File: src/rtl/nibble_add_arbiter_if.sv
// Request/response bundle between the two client blocks and nibble_add_arbiter.
// The clients drive the master side and the shared adder drives the slave side.
interface nibble_add_arbiter_if #(parameter int WIDTH = 16);
    logic [1:0]       req_valid;
    logic [1:0]       req_ready;
    logic [WIDTH-1:0] a0;
    logic [WIDTH-1:0] b0;
    logic             cin0;
    logic [WIDTH-1:0] a1;
    logic [WIDTH-1:0] b1;
    logic             cin1;
    logic             rsp_valid;
    logic             rsp_ready;
    logic             rsp_id;
    logic [WIDTH-1:0] sum;
    logic             cout;
    logic             busy;

    modport master (
        output req_valid, a0, b0, cin0, a1, b1, cin1, rsp_ready,
        input  req_ready, rsp_valid, rsp_id, sum, cout, busy
    );

    modport slave (
        input  req_valid, a0, b0, cin0, a1, b1, cin1, rsp_ready,
        output req_ready, rsp_valid, rsp_id, sum, cout, busy
    );
endinterface

File: src/rtl/nibble_add_arbiter.sv
// Two-requester wide adder that reuses one 4-bit full-adder slice, rippling
// the latched operands through it one nibble per clock with a registered carry.

module nibble_add_arbiter_fa4 (
    input  logic [3:0] a,
    input  logic [3:0] b,
    input  logic       ci,
    output logic [3:0] s,
    output logic       co
);
    assign {co, s} = {1'b0, a} + {1'b0, b} + {4'b0000, ci};
endmodule

module nibble_add_arbiter #(
    parameter int WIDTH = 16
) (
    input  logic                 clk,
    input  logic                 rst_n,
    nibble_add_arbiter_if.slave  bus
);
    localparam int NIB = WIDTH / 4;
    localparam int KW  = (NIB > 1) ? $clog2(NIB) : 1;
    localparam logic [KW-1:0] K_LAST = KW'(NIB - 1);

    typedef enum logic [1:0] {IDLE, CALC, DONE} state_t;

    state_t           state_q, state_d;
    logic [WIDTH-1:0] a_q, a_d;
    logic [WIDTH-1:0] b_q, b_d;
    logic [WIDTH-1:0] sum_q, sum_d;
    logic [KW-1:0]    k_q, k_d;
    logic             carry_q, carry_d;
    logic             cout_q, cout_d;
    logic             id_q, id_d;
    logic             ptr_q, ptr_d;
    logic             rsp_valid_q, rsp_valid_d;
    logic             busy_q, busy_d;

    logic [1:0]       grant;
    logic [3:0]       fa_a, fa_b, fa_s;
    logic             fa_co;

    // Round-robin grant: a lone requester always wins, a tie goes to the pointer.
    always_comb begin
        grant = 2'b00;
        if (rst_n && state_q == IDLE) begin
            case (bus.req_valid)
                2'b01:   grant = 2'b01;
                2'b10:   grant = 2'b10;
                2'b11:   grant = ptr_q ? 2'b10 : 2'b01;
                default: grant = 2'b00;
            endcase
        end
    end

    assign fa_a = a_q[{k_q, 2'b00} +: 4];
    assign fa_b = b_q[{k_q, 2'b00} +: 4];

    nibble_add_arbiter_fa4 u_fa4 (
        .a  (fa_a),
        .b  (fa_b),
        .ci (carry_q),
        .s  (fa_s),
        .co (fa_co)
    );

    always_comb begin
        state_d = state_q;
        a_d     = a_q;
        b_d     = b_q;
        sum_d   = sum_q;
        k_d     = k_q;
        carry_d = carry_q;
        cout_d  = cout_q;
        id_d    = id_q;
        ptr_d   = ptr_q;
        unique case (state_q)
            IDLE: begin
                if (grant != 2'b00) begin
                    a_d     = grant[1] ? bus.a1   : bus.a0;
                    b_d     = grant[1] ? bus.b1   : bus.b0;
                    carry_d = grant[1] ? bus.cin1 : bus.cin0;
                    id_d    = grant[1];
                    ptr_d   = ~grant[1];
                    k_d     = '0;
                    state_d = CALC;
                end
            end
            CALC: begin
                sum_d[{k_q, 2'b00} +: 4] = fa_s;
                carry_d = fa_co;
                if (k_q == K_LAST) begin
                    cout_d  = fa_co;
                    state_d = DONE;
                end else begin
                    k_d = k_q + KW'(1);
                end
            end
            DONE: begin
                if (bus.rsp_ready) begin
                    state_d = IDLE;
                end
            end
            default: state_d = IDLE;
        endcase
        // Status outputs are registered, so they follow the next state.
        rsp_valid_d = (state_d == DONE);
        busy_d      = (state_d != IDLE);
    end

    always_ff @(posedge clk or negedge rst_n) begin
        if (!rst_n) begin
            state_q     <= IDLE;
            a_q         <= '0;
            b_q         <= '0;
            sum_q       <= '0;
            k_q         <= '0;
            carry_q     <= 1'b0;
            cout_q      <= 1'b0;
            id_q        <= 1'b0;
            ptr_q       <= 1'b0;
            rsp_valid_q <= 1'b0;
            busy_q      <= 1'b0;
        end else begin
            state_q     <= state_d;
            a_q         <= a_d;
            b_q         <= b_d;
            sum_q       <= sum_d;
            k_q         <= k_d;
            carry_q     <= carry_d;
            cout_q      <= cout_d;
            id_q        <= id_d;
            ptr_q       <= ptr_d;
            rsp_valid_q <= rsp_valid_d;
            busy_q      <= busy_d;
        end
    end

    assign bus.req_ready = grant;
    assign bus.rsp_valid = rsp_valid_q;
    assign bus.rsp_id    = id_q;
    assign bus.sum       = sum_q;
    assign bus.cout      = cout_q;
    assign bus.busy      = busy_q;

    a_grant_onehot: assert property (@(posedge clk) disable iff (!rst_n) grant != 2'b11);
endmodule

File: src/flat_wrapper.sv
// flat-port wrapper written by rule: the top's interface ports become plain ports
module nibble_add_arbiter_flat 
#(
    parameter int WIDTH = 16
)
  (clk, rst_n, bus_req_valid, bus_a0, bus_b0, bus_cin0, bus_a1, bus_b1, bus_cin1, bus_rsp_ready, bus_req_ready, bus_rsp_valid, bus_rsp_id, bus_sum, bus_cout, bus_busy);
  nibble_add_arbiter_if #(.WIDTH(WIDTH)) bus_i ();
  input  logic clk;
  input  logic rst_n;
  input wire logic [$bits(bus_i.req_valid)-1:0] bus_req_valid;
  input wire logic [$bits(bus_i.a0)-1:0] bus_a0;
  input wire logic [$bits(bus_i.b0)-1:0] bus_b0;
  input wire logic [$bits(bus_i.cin0)-1:0] bus_cin0;
  input wire logic [$bits(bus_i.a1)-1:0] bus_a1;
  input wire logic [$bits(bus_i.b1)-1:0] bus_b1;
  input wire logic [$bits(bus_i.cin1)-1:0] bus_cin1;
  input wire logic [$bits(bus_i.rsp_ready)-1:0] bus_rsp_ready;
  output wire logic [$bits(bus_i.req_ready)-1:0] bus_req_ready;
  output wire logic [$bits(bus_i.rsp_valid)-1:0] bus_rsp_valid;
  output wire logic [$bits(bus_i.rsp_id)-1:0] bus_rsp_id;
  output wire logic [$bits(bus_i.sum)-1:0] bus_sum;
  output wire logic [$bits(bus_i.cout)-1:0] bus_cout;
  output wire logic [$bits(bus_i.busy)-1:0] bus_busy;
  assign bus_i.req_valid = bus_req_valid;
  assign bus_i.a0 = bus_a0;
  assign bus_i.b0 = bus_b0;
  assign bus_i.cin0 = bus_cin0;
  assign bus_i.a1 = bus_a1;
  assign bus_i.b1 = bus_b1;
  assign bus_i.cin1 = bus_cin1;
  assign bus_i.rsp_ready = bus_rsp_ready;
  assign bus_req_ready = bus_i.req_ready;
  assign bus_rsp_valid = bus_i.rsp_valid;
  assign bus_rsp_id = bus_i.rsp_id;
  assign bus_sum = bus_i.sum;
  assign bus_cout = bus_i.cout;
  assign bus_busy = bus_i.busy;
  nibble_add_arbiter #(.WIDTH(WIDTH)) u_core (.clk(clk), .rst_n(rst_n), .bus(bus_i));
endmodule
File: config.mk
export PLATFORM = sky130hd
export DESIGN_NAME = nibble_add_arbiter_flat
export DESIGN_NICKNAME = d
export VERILOG_FILES = /design/src/rtl/nibble_add_arbiter_if.sv /design/src/rtl/nibble_add_arbiter.sv /design/src/flat_wrapper.sv
export SDC_FILE = /design/constraint.sdc
export NUM_CORES = 1
export LEC_CHECK = 0
export BUFFER_PORTS_ARGS = -buffer_cell sky130_fd_sc_hd__buf_4
export CORE_MARGIN = 2
export CORE_UTILIZATION = 55
export CTS_CLUSTER_SIZE = 30
export DETAILED_ROUTE_END_ITERATION = 12
export PLACE_DENSITY = 0.85
export SKIP_CTS_REPAIR_TIMING = 1
export SLEW_MARGIN = 0
export SYNTH_ARGS = -nofsm -noshare
export SYNTH_HDL_FRONTEND = slang
export SYNTH_HIERARCHICAL = 1
export SYNTH_SLANG_ARGS = --single-unit
File: constraint.sdc
create_clock -name clk -period 4.6 [get_ports clk]
set_clock_uncertainty 0.1 [all_clocks]
set_input_delay 0 -clock clk [delete_from_list [all_inputs] [get_ports clk]]
set_output_delay 0 -clock clk [all_outputs]
set_load 0.02 [all_outputs]
Word-level counts from Yosys, hierarchy flattened
Cells that the tools add are included.
Widths: inputs -> output; s select.
{"block": "classes", "n_addsub": 4, "eq_ne": 9, "n_shift": 4, "muxes": 16, "bitwise": 1, "n_reduce_logical": 9}
{"op": "$mux 16", "n": 2}
{"op": "$shiftx 16x5->4", "n": 2}
{"op": "$bwmux 16", "n": 1}
{"op": "$shift 4x6->16 const A", "n": 1}
{"op": "$shiftx 4x6->16", "n": 1}
{"op": "$mux 2", "n": 7}
{"op": "$pmux 2 s3", "n": 2}
{"op": "$eq 2x2->1 const B", "n": 5}
{"op": "$neg 4->6", "n": 1}
{"op": "$reduce_and 2->1", "n": 3}
{"op": "$reduce_bool 2->1", "n": 3}
{"op": "$add 4x4->5", "n": 1}
{"op": "$add 5x1->5", "n": 1}
{"op": "$eq 2x1->1 const B", "n": 2}
{"op": "$ne 2x2->1 const B", "n": 2}
{"op": "$pmux 2 s2", "n": 1}
{"op": "$reduce_and 3->1", "n": 1}
{"op": "$add 2x1->2 const B", "n": 1}
{"op": "$logic_not 2->1", "n": 1}
{"op": "$mux 1", "n": 2}
{"op": "$pmux 1 s2", "n": 1}
{"op": "$logic_and 1x1->1", "n": 1}
{"op": "$not 1->1", "n": 1}
{"block": "word_totals", "reg_bits": 58, "in_bits": 71, "word_cells": 54}

Logic depth before layout (Yosys ltp)
Gate-level depths: netlist of run 1.
{"block": "depth", "word_depth": 7, "ltp_mapped": 10, "depth_no_buf": 9}

By module
The synthesis of run 1 kept the hierarchy.
{"mod": "nibble_add_arbiter", "n_inst": 1, "cells_per_inst": 243, "area_each_um2": 2922.8}
{"mod": "nibble_add_arbiter_fa4", "n_inst": 1, "cells_per_inst": 16, "area_each_um2": 143.9}

Worst setup path before layout of run 1
OpenSTA, ideal clock, no wires.
{"block": "synth_path", "kind": "reg-to-reg", "start": "reg u_core.k_q[0]", "end": "reg u_core.sum_q[5] (netlist: u_core/bus.sum[5])", "setup_time_ps": 96, "arrival_time_ps": 2567, "required_ps": 4404, "slack_ps": 1837, "stages_incl_launch_ff": 9, "path_cell_list": "dfrtp_1 buf_2 mux4_2 fa_1 inv_1 fa_1 inv_1 nand2b_1 o31ai_1"}
{"block": "synth_via", "elab_chain_cells": 5}
{"item": "start: declaration", "line": "nibble_add_arbiter.sv:31", "source": "logic [KW-1:0] k_q, k_d;"}
{"item": "start signal: assignment", "line": "nibble_add_arbiter.sv:129", "source": "k_q <= k_d;"}
{"item": "$shiftx 16x5->4", "line": "nibble_add_arbiter.sv:56", "source": "assign fa_a = a_q[{k_q, 2'b00} +: 4];"}
{"item": "net u_core.fa_a[0]", "line": "nibble_add_arbiter.sv:40", "source": "logic [3:0] fa_a, fa_b, fa_s;"}
{"item": "$add 4x4->5", "line": "nibble_add_arbiter.sv:11", "source": "assign {co, s} = {1'b0, a} + {1'b0, b} + {4'b0000, ci};"}
{"item": "$add 5x1->5", "line": "nibble_add_arbiter.sv:11"}
{"item": "net u_core.fa_s[1]", "line": "nibble_add_arbiter.sv:40"}
{"item": "$shiftx 4x6->16", "line": "nibble_add_arbiter.sv:90", "source": "sum_d[{k_q, 2'b00} +: 4] = fa_s;"}
{"item": "$bwmux 16", "line": "nibble_add_arbiter.sv:90"}
{"item": "end signal: assignment", "line": "nibble_add_arbiter.sv:128", "source": "sum_q <= sum_d;"}
{"item": "end: declaration", "line": "nibble_add_arbiter.sv:30", "source": "logic [WIDTH-1:0] sum_q, sum_d;"}
The timed path passes the listed nets, and every way through them passes these cells.
A chain may end at the register's enable or synchronous reset.

Worst setup path in the final report of run 1
{"block": "layout_path", "start": "reg u_core.k_q[0]", "end": "reg u_core.carry_q"}
{"block": "layout_via", "elab_chain_cells": 4}
{"item": "$shiftx 16x5->4", "line": "nibble_add_arbiter.sv:56"}
{"item": "net u_core.fa_a[0]", "line": "nibble_add_arbiter.sv:40"}
{"item": "$add 4x4->5", "line": "nibble_add_arbiter.sv:11"}
{"item": "$add 5x1->5", "line": "nibble_add_arbiter.sv:11"}
{"item": "net u_core.fa_co", "line": "nibble_add_arbiter.sv:41", "source": "logic fa_co;"}
{"item": "$pmux 1 s2", "line": "nibble_add_arbiter.sv:77", "source": "unique case (state_q)"}
{"item": "end signal: assignment", "line": "nibble_add_arbiter.sv:130", "source": "carry_q <= carry_d;"}
{"item": "end: declaration", "line": "nibble_add_arbiter.sv:32", "source": "logic carry_q, carry_d;"}
The timed path passes the listed nets, and every way through them passes these cells.

==> flow_summary.toml, run 1 <==
[status]
status = "finished clean"

[sta]
fin_ws_ns = 0.909
timing.slew.headroom = 0.480
max_freq_mhz = 271
layout_min_cycle_time_ns = 3.69
min_period_over_period = 0.802
setup_viol = 0
rsz0062_at_grt = "no"
slew_violations = 0
hold_violations = 0
tns_ns = 0
max_slew.worst_pin.slew_ns = 0.780

[die]
fp-row-count = 27
dieWidth_um = 78.7
core-area_mm2 = 0.00544
start_util = 0.564
io-pin-count = 93
fp.dieH_um = 78.7
die_area_mm2 = 0.00619

[logic_synthesis]
synth_area_mm2 = 0.00307
synth_edf_count = 0
netlist.area_leader.share = 0.473
ys_seq_area_frac = 0.473
ys_seq_elements = 58
yosysMostFrequentCell = "dfrtp_1"
synthSimpleGateAreaFrac = 0.114
syn_nets = 341
synth.area.top_cells = "dfrtp_1 47%, a221o_1 8.2%, a21boi_0 6.1%, mux4_2 5.9%, ha_1 3.7%"
ys.flop_type = "dfrtp_1"
syn_inst = 259
synth_warnings = 6
yosys-top-cells-count = "58 x dfrtp_1, 25 x a21boi_0, 25 x a221o_1"
synth.largest_area_cell = "dfrtp_1"
synth_compound_area_frac = 0.246
synth_xor_area_frac = 0.00571
synth_top_family_by_area = "compound AO/OA/AOI/OAI gates"
syn_area_per_cell_um2 = 11.8
async_reset_ff_frac = 1.00
synth.area.mux_share = 0.0624
synth_fa_ha_area_frac = 0.0498
synth_cell_types = 44

[route]
antenna_left = 0
wl_per_cell_um = 22.0
wl_um = 10800
vias_per_cell = 6.41
drtPass1Iterations = 5
drtIter0Drc = 306
via_count = 3168
drc = 0

[layout]
fin_nets = 499
diodes = 0
final_layout_size_suffix_gt1_frac = 0.294
area_growth_syn_to_layout_pct = 51.4

[worst_setup_path]
endpoint_kind = "register"
cp.required_ns = 4.72
crit_slowest_cell = "dfrtp_1"
startpoint_type = "register"
r2r-start = "u_core/k_q[0]$_DFFE_PN0P_"
crit_fanout = 16
path_delay_family = "flip-flops"
cp_slowest_stage_delay_ns = 0.85
critical_path_class = "register to register"
rr_worst_depth = 10
worstPathCellList = "mux4_2 -> fa_1 -> inv_1 -> fa_1 -> nor2b_1 -> o21ai_0 -> nand2b_1 -> o22ai_1 -> a311oi_1 -> dlygate4sd3_1"
path_buf_inv = 2
ff2ff_setup_slack_ns = 0.91
worst_r2r_endpoint = "u_core/carry_q$_DFFE_PN0P_"
cp.arrival_ns = 3.81
worst_path_most_repeated_cell = "fa_1"

[placement]
dp_hpwl_um = 5350
port_buffers = 92
place_congestion = 0.862
dp_slack_ns = 1.56

[cts]
path_clk_slew_ns = 0.08
cts_buffers = 9
clockRootBuffer = "clkbuf_8"
cts_sinks = 58
worst_skew_pair.late_latency_ns = 0.34
cts_tree = "done"
cts_max_level = 3
cts_buffer_depth = 2

[grt]
grt_max_degree = 62
overflow = 0
first_global_vias = 2594
track_usage = 0.253
grt_pass1_wl_um = 12000
antenna_found_initial = 0

[power_and_ir_drop]
finalPower_mw = 3.14
ir_drop_mv = 0.386
p_leak_nw = 2.13
power.density_mw_per_mm2 = 676

[min_path]
hold_class = "input port to asynchronous set/reset pin"

[run]
cap_violations = 0
==> cell families after synthesis <==
group	Yosys count
AO/OA/AOI/OAI	96
XOR/XNOR	2
adder cells (fa/ha/maj)	11
buffers and inverters	25
flip-flops	58
multiplexers	9
AND/OR/NAND/NOR	58
==> sequential cells by signal, summed over array words and instances (netlist names) <==
signal / count
u_core/a_q: 16
u_core/b_q: 16
u_core/bus.busy: 1
u_core/bus.cout: 1
u_core/bus.rsp_id: 1
u_core/bus.rsp_valid: 1
u_core/bus.sum: 16
u_core/carry_q: 1
u_core/k_q: 2
u_core/ptr_q: 1
u_core/state_q: 2
==> area by class of cell <==
type                       count  area [um^2]
clock buffer                  15          196
clock inverter                 1         5.00
fill                         241          796
inverter                       9         33.8
multi-input combinational    176         1470
sequential                    58         1450
tap                           72         90.1
timing repair buffer         163         1400
==> worst reg2reg max path, delay by kind of cell, from the launching register on <==
kind                     cells  cell delay, ns
flip-flops                   1            0.85
buffers and inverters        2            0.66
multiplexers                 1            0.65
adder cells (fa/ha/maj)      2            0.65
AO/OA/AOI/OAI                3            0.44
AND/OR/NAND/NOR              2            0.21
==> worst max-delay path by stage <==
stage	start	endpoint	cells after the start
2_1_floorplan	u_core/k_q[0]$_DFFE_PN0P_	u_core/bus.sum[5]$_DFFE_PN0P_	8
3_3_place_gp	u_core/k_q[0]$_DFFE_PN0P_	u_core/bus.sum[5]$_DFFE_PN0P_	7
3_5_place_dp	u_core/k_q[0]$_DFFE_PN0P_	u_core/bus.sum[5]$_DFFE_PN0P_	7
4_1_cts	u_core/k_q[0]$_DFFE_PN0P_	u_core/bus.sum[5]$_DFFE_PN0P_	7
5_1_grt	u_core/k_q[0]$_DFFE_PN0P_	u_core/carry_q$_DFFE_PN0P_	10
6_report	u_core/k_q[0]$_DFFE_PN0P_	u_core/carry_q$_DFFE_PN0P_	10
==> metal layers <==
layer	share of wire	up-vias	track usage
met2	0.49	268	0.398
met5	0	-	0
li1	-	1331	-
met1	0.36	1503	0.334
met3	0.090	66	0.0540
met4	0.058	0	0.119
==> through the flow <==
| step | cell area, um^2 | util | hold WS (ns) | cells |
|---|---|---|---|---|
| after global placement | 3740 | 0.688 | 0.00267 | 408 |
| after global routing | 4640 | 0.854 | 0.232 | 494 |
| after detailed placement | 3740 | 0.688 | 0.00679 | 408 |
| after floorplan | 3070 | - | -0.396 | 259 |
| final | 4640 | 0.854 | 0.178 | 494 |
| after CTS | 3940 | 0.725 | -0.351 | 424 |
==> cell usage in the layout (no fill, tap or decap), types with 3 or more instances in the layout <==
cell type and count:
nor2_1 3, a22o_1 4, a31oi_1 7, nand2b_1 8, buf_4 93, nand3b_1 4
dfrtp_1 58, mux4_2 8, nand2_1 17, clkbuf_8 14, inv_1 8, o31ai_1 13
o21ai_0 11, a21boi_0 25, ha_1 9, nor4_1 7, a221o_1 25, dlygate4sd3_1 70
nand3_1 8
==> power breakdown <==
part	total, mW	internal, mW	switching [mW]
clock network	0.478	0.269	0.209
logic	1.73	0.862	0.864
registers	0.936	0.727	0.210
total	3.14	1.86	1.28
Power figures use the tool's default switching activity.
==> inputs of run 2 (changes only) <==
--- a/config.mk
+++ b/config.mk
@@ -7,10 +7,10 @@
 export LEC_CHECK = 0
 export BUFFER_PORTS_ARGS = -buffer_cell sky130_fd_sc_hd__buf_4
 export CORE_MARGIN = 2
-export CORE_UTILIZATION = 55
+export CORE_UTILIZATION = 46
 export CTS_CLUSTER_SIZE = 30
 export DETAILED_ROUTE_END_ITERATION = 12
-export PLACE_DENSITY = 0.85
+export PLACE_DENSITY = 0.76
 export SKIP_CTS_REPAIR_TIMING = 1
 export SLEW_MARGIN = 0
 export SYNTH_ARGS = -nofsm -noshare
==> constraint.sdc (replaced) <==
create_clock -name clk -period 3.2 [get_ports clk]
set_clock_uncertainty 0.1 [all_clocks]
set_input_delay 0 -clock clk [delete_from_list [all_inputs] [get_ports clk]]
set_output_delay 0 -clock clk [all_outputs]
set_load 0.02 [all_outputs]
==> flow_summary.toml, run 2 (synthesis gave the netlist of run 1 again) <==
[grt]
grt_max_degree = 52
overflow = 0
grt_pass1_wl_um = 12500
antenna_found_initial = 0
track_usage = 0.219
first_global_vias = 2607

[worst_setup_path]
crit_slowest_cell = "mux4_2"
startpoint_type = "register"
critical_path_class = "register to register"
crit_fanout = 11
r2r-start = "u_core/k_q[0]$_DFFE_PN0P_"
rr_worst_depth = 8
cp.required_ns = 3.34
ff2ff_setup_slack_ns = 0.42
startpoint = "u_core/k_q[0]$_DFFE_PN0P_"
worstPathCellList = "buf_4 -> mux4_2 -> ha_1 -> a21o_1 -> a21oi_2 -> xnor2_1 -> nand2b_1 -> o31ai_1"
cp.arrival_ns = 2.92
endpoint_kind = "register"
worstSetupEndpoint = "u_core/bus.sum[11]$_DFFE_PN0P_"
cp_slowest_stage_delay_ns = 0.55
worst_r2r_endpoint = "u_core/bus.sum[11]$_DFFE_PN0P_"

[cts]
cts_buffer_depth = 2
cts_tree = "done"
cts_sinks = 58
cts_max_level = 3
worst_skew_pair.late_latency_ns = 0.34
cts_buffers = 9
clockRootBuffer = "clkbuf_8"
path_clk_slew_ns = 0.07

[layout]
final_layout_size_suffix_gt1_frac = 0.299
layout_common_cells = "96 x buf_4, 73 x dlygate4sd3_1, 58 x dfrtp_1, 25 x a21boi_0, 25 x a221o_1"
area_growth_syn_to_layout_pct = 53.9
fillers = 446
layout_commonest_cell = "buf_4"
seq_area_mm2 = 0.00145
fin_util = 0.739
diodes = 0
fin_nets = 505
multi_input_area_mm2 = 0.00147

[route]
drtPass1Iterations = 5
antenna_left = 0
wl_per_cell_um = 19.1
wl_um = 9640
vias_per_cell = 5.99
drtIter0Drc = 180
drc = 0
via_count = 3026

[sta]
timing.slew.headroom = 0.487
min_period_over_period = 0.868
setup_viol = 0
hold_violations = 0
tns_ns = 0
slew_violations = 0
rsz0062_at_grt = "no"
fin_ws_ns = 0.422
layout_min_cycle_time_ns = 2.78
max_freq_mhz = 360
max_slew.worst_pin.slew_ns = 0.770

[placement]
dp_slack_ns = 0.449
port_buffers = 92
dp_hpwl_um = 5600
place_congestion = 0.849

[power_and_ir_drop]
comb_power_share = 0.543
ir_drop_mv = 0.503
clkPwrFrac = 0.168
finalPower_mw = 4.48
seq_power_share = 0.290
p_switching_mw = 1.76
swShare = 0.393
p_leak_nw = 2.16
p_int_mw = 2.72
power.density_mw_per_mm2 = 950

[status]
status = "finished clean"

[run]
cap_violations = 0

[die]
core-area_mm2 = 0.00639
fp-row-count = 29
fp.dieH_um = 85.7
io-pin-count = 93
dieWidth_um = 85.7
start_util = 0.480
die_area_mm2 = 0.00734

[min_path]
hold_class = "input port to asynchronous set/reset pin"
-- run 2: cell types whose count changed in the layout (fill, tap and decap cells not counted) --
cell / before / now
clkbuf_1: 1 / 0
clkbuf_8: 14 / 9
clkinvlp_4: 0 / 2
clkinv_4: 0 / 1
bufinv_16: 0 / 2
dlygate4sd3_1: 70 / 73
buf_4: 93 / 96
clkinv_2: 1 / 2
-- run 2: critical path: cells and delay by family (launching register included) --
family	cells	cell delay [ns]
AO/OA/AOI/OAI	3	0.62
XOR/XNOR	1	0.16
adder cells (fa/ha/maj)	1	0.33
buffers and inverters	1	0.27
flip-flops	1	0.53
multiplexers	1	0.55
AND/OR/NAND/NOR	1	0.12
-- run 2: cell type report --
cell class                 count  area share
timing repair buffer         169       0.308
clock inverter                 7      0.0199
sequential                    58       0.308
inverter                       9     0.00716
clock buffer                   9      0.0263
tap                           77      0.0204
multi-input combinational    176       0.311
-- run 2: worst min-delay path by stage --
stage	from	to	slack [ns]	depth (start not counted)
after floorplan	rst_n	u_core/a_q[0]$_DFFE_PN0P_	-0.40	0
after global placement	rst_n	u_core/state_q[1]$_DFF_PN0_	-0.26	1
after detailed placement	rst_n	u_core/state_q[1]$_DFF_PN0_	-0.26	1
after CTS	rst_n	u_core/a_q[12]$_DFFE_PN0P_	-0.62	1
after global routing	rst_n	u_core/bus.sum[14]$_DFFE_PN0P_	0.32	3
final	rst_n	u_core/state_q[0]$_DFF_PN0_	0.25	3
-- run 2: through the flow --
stage                     std cells  area, um^2  hold slack [ns]
after floorplan                 259        3070           -0.396
after global placement          416        3770           -0.263
after detailed placement        416        3770           -0.262
after CTS                       432        3990           -0.622
after global routing            505        4720            0.321
final                           505        4720            0.246
-- run 2: metal layers --
layer / track usage / wire (um)
met1: 0.297 / 3720
met4: 0.0996 / 297
met5: 0 / 0
met2: 0.340 / 5080
met3: 0.0452 / 549
-- run 2: power groups by stage --
| stage | Combinational, mW | Sequential [mW] | Clock, mW |
|---|---|---|---|
| global placement | 1.90 | 1.29 | 0 |
| finish | 2.43 | 1.30 | 0.751 |
| floorplan | 1.40 | 1.28 | 0 |
| CTS | 1.97 | 1.28 | 0.752 |
| global route | 2.61 | 1.33 | 0.791 |
| detailed placement | 1.96 | 1.30 | 0 |
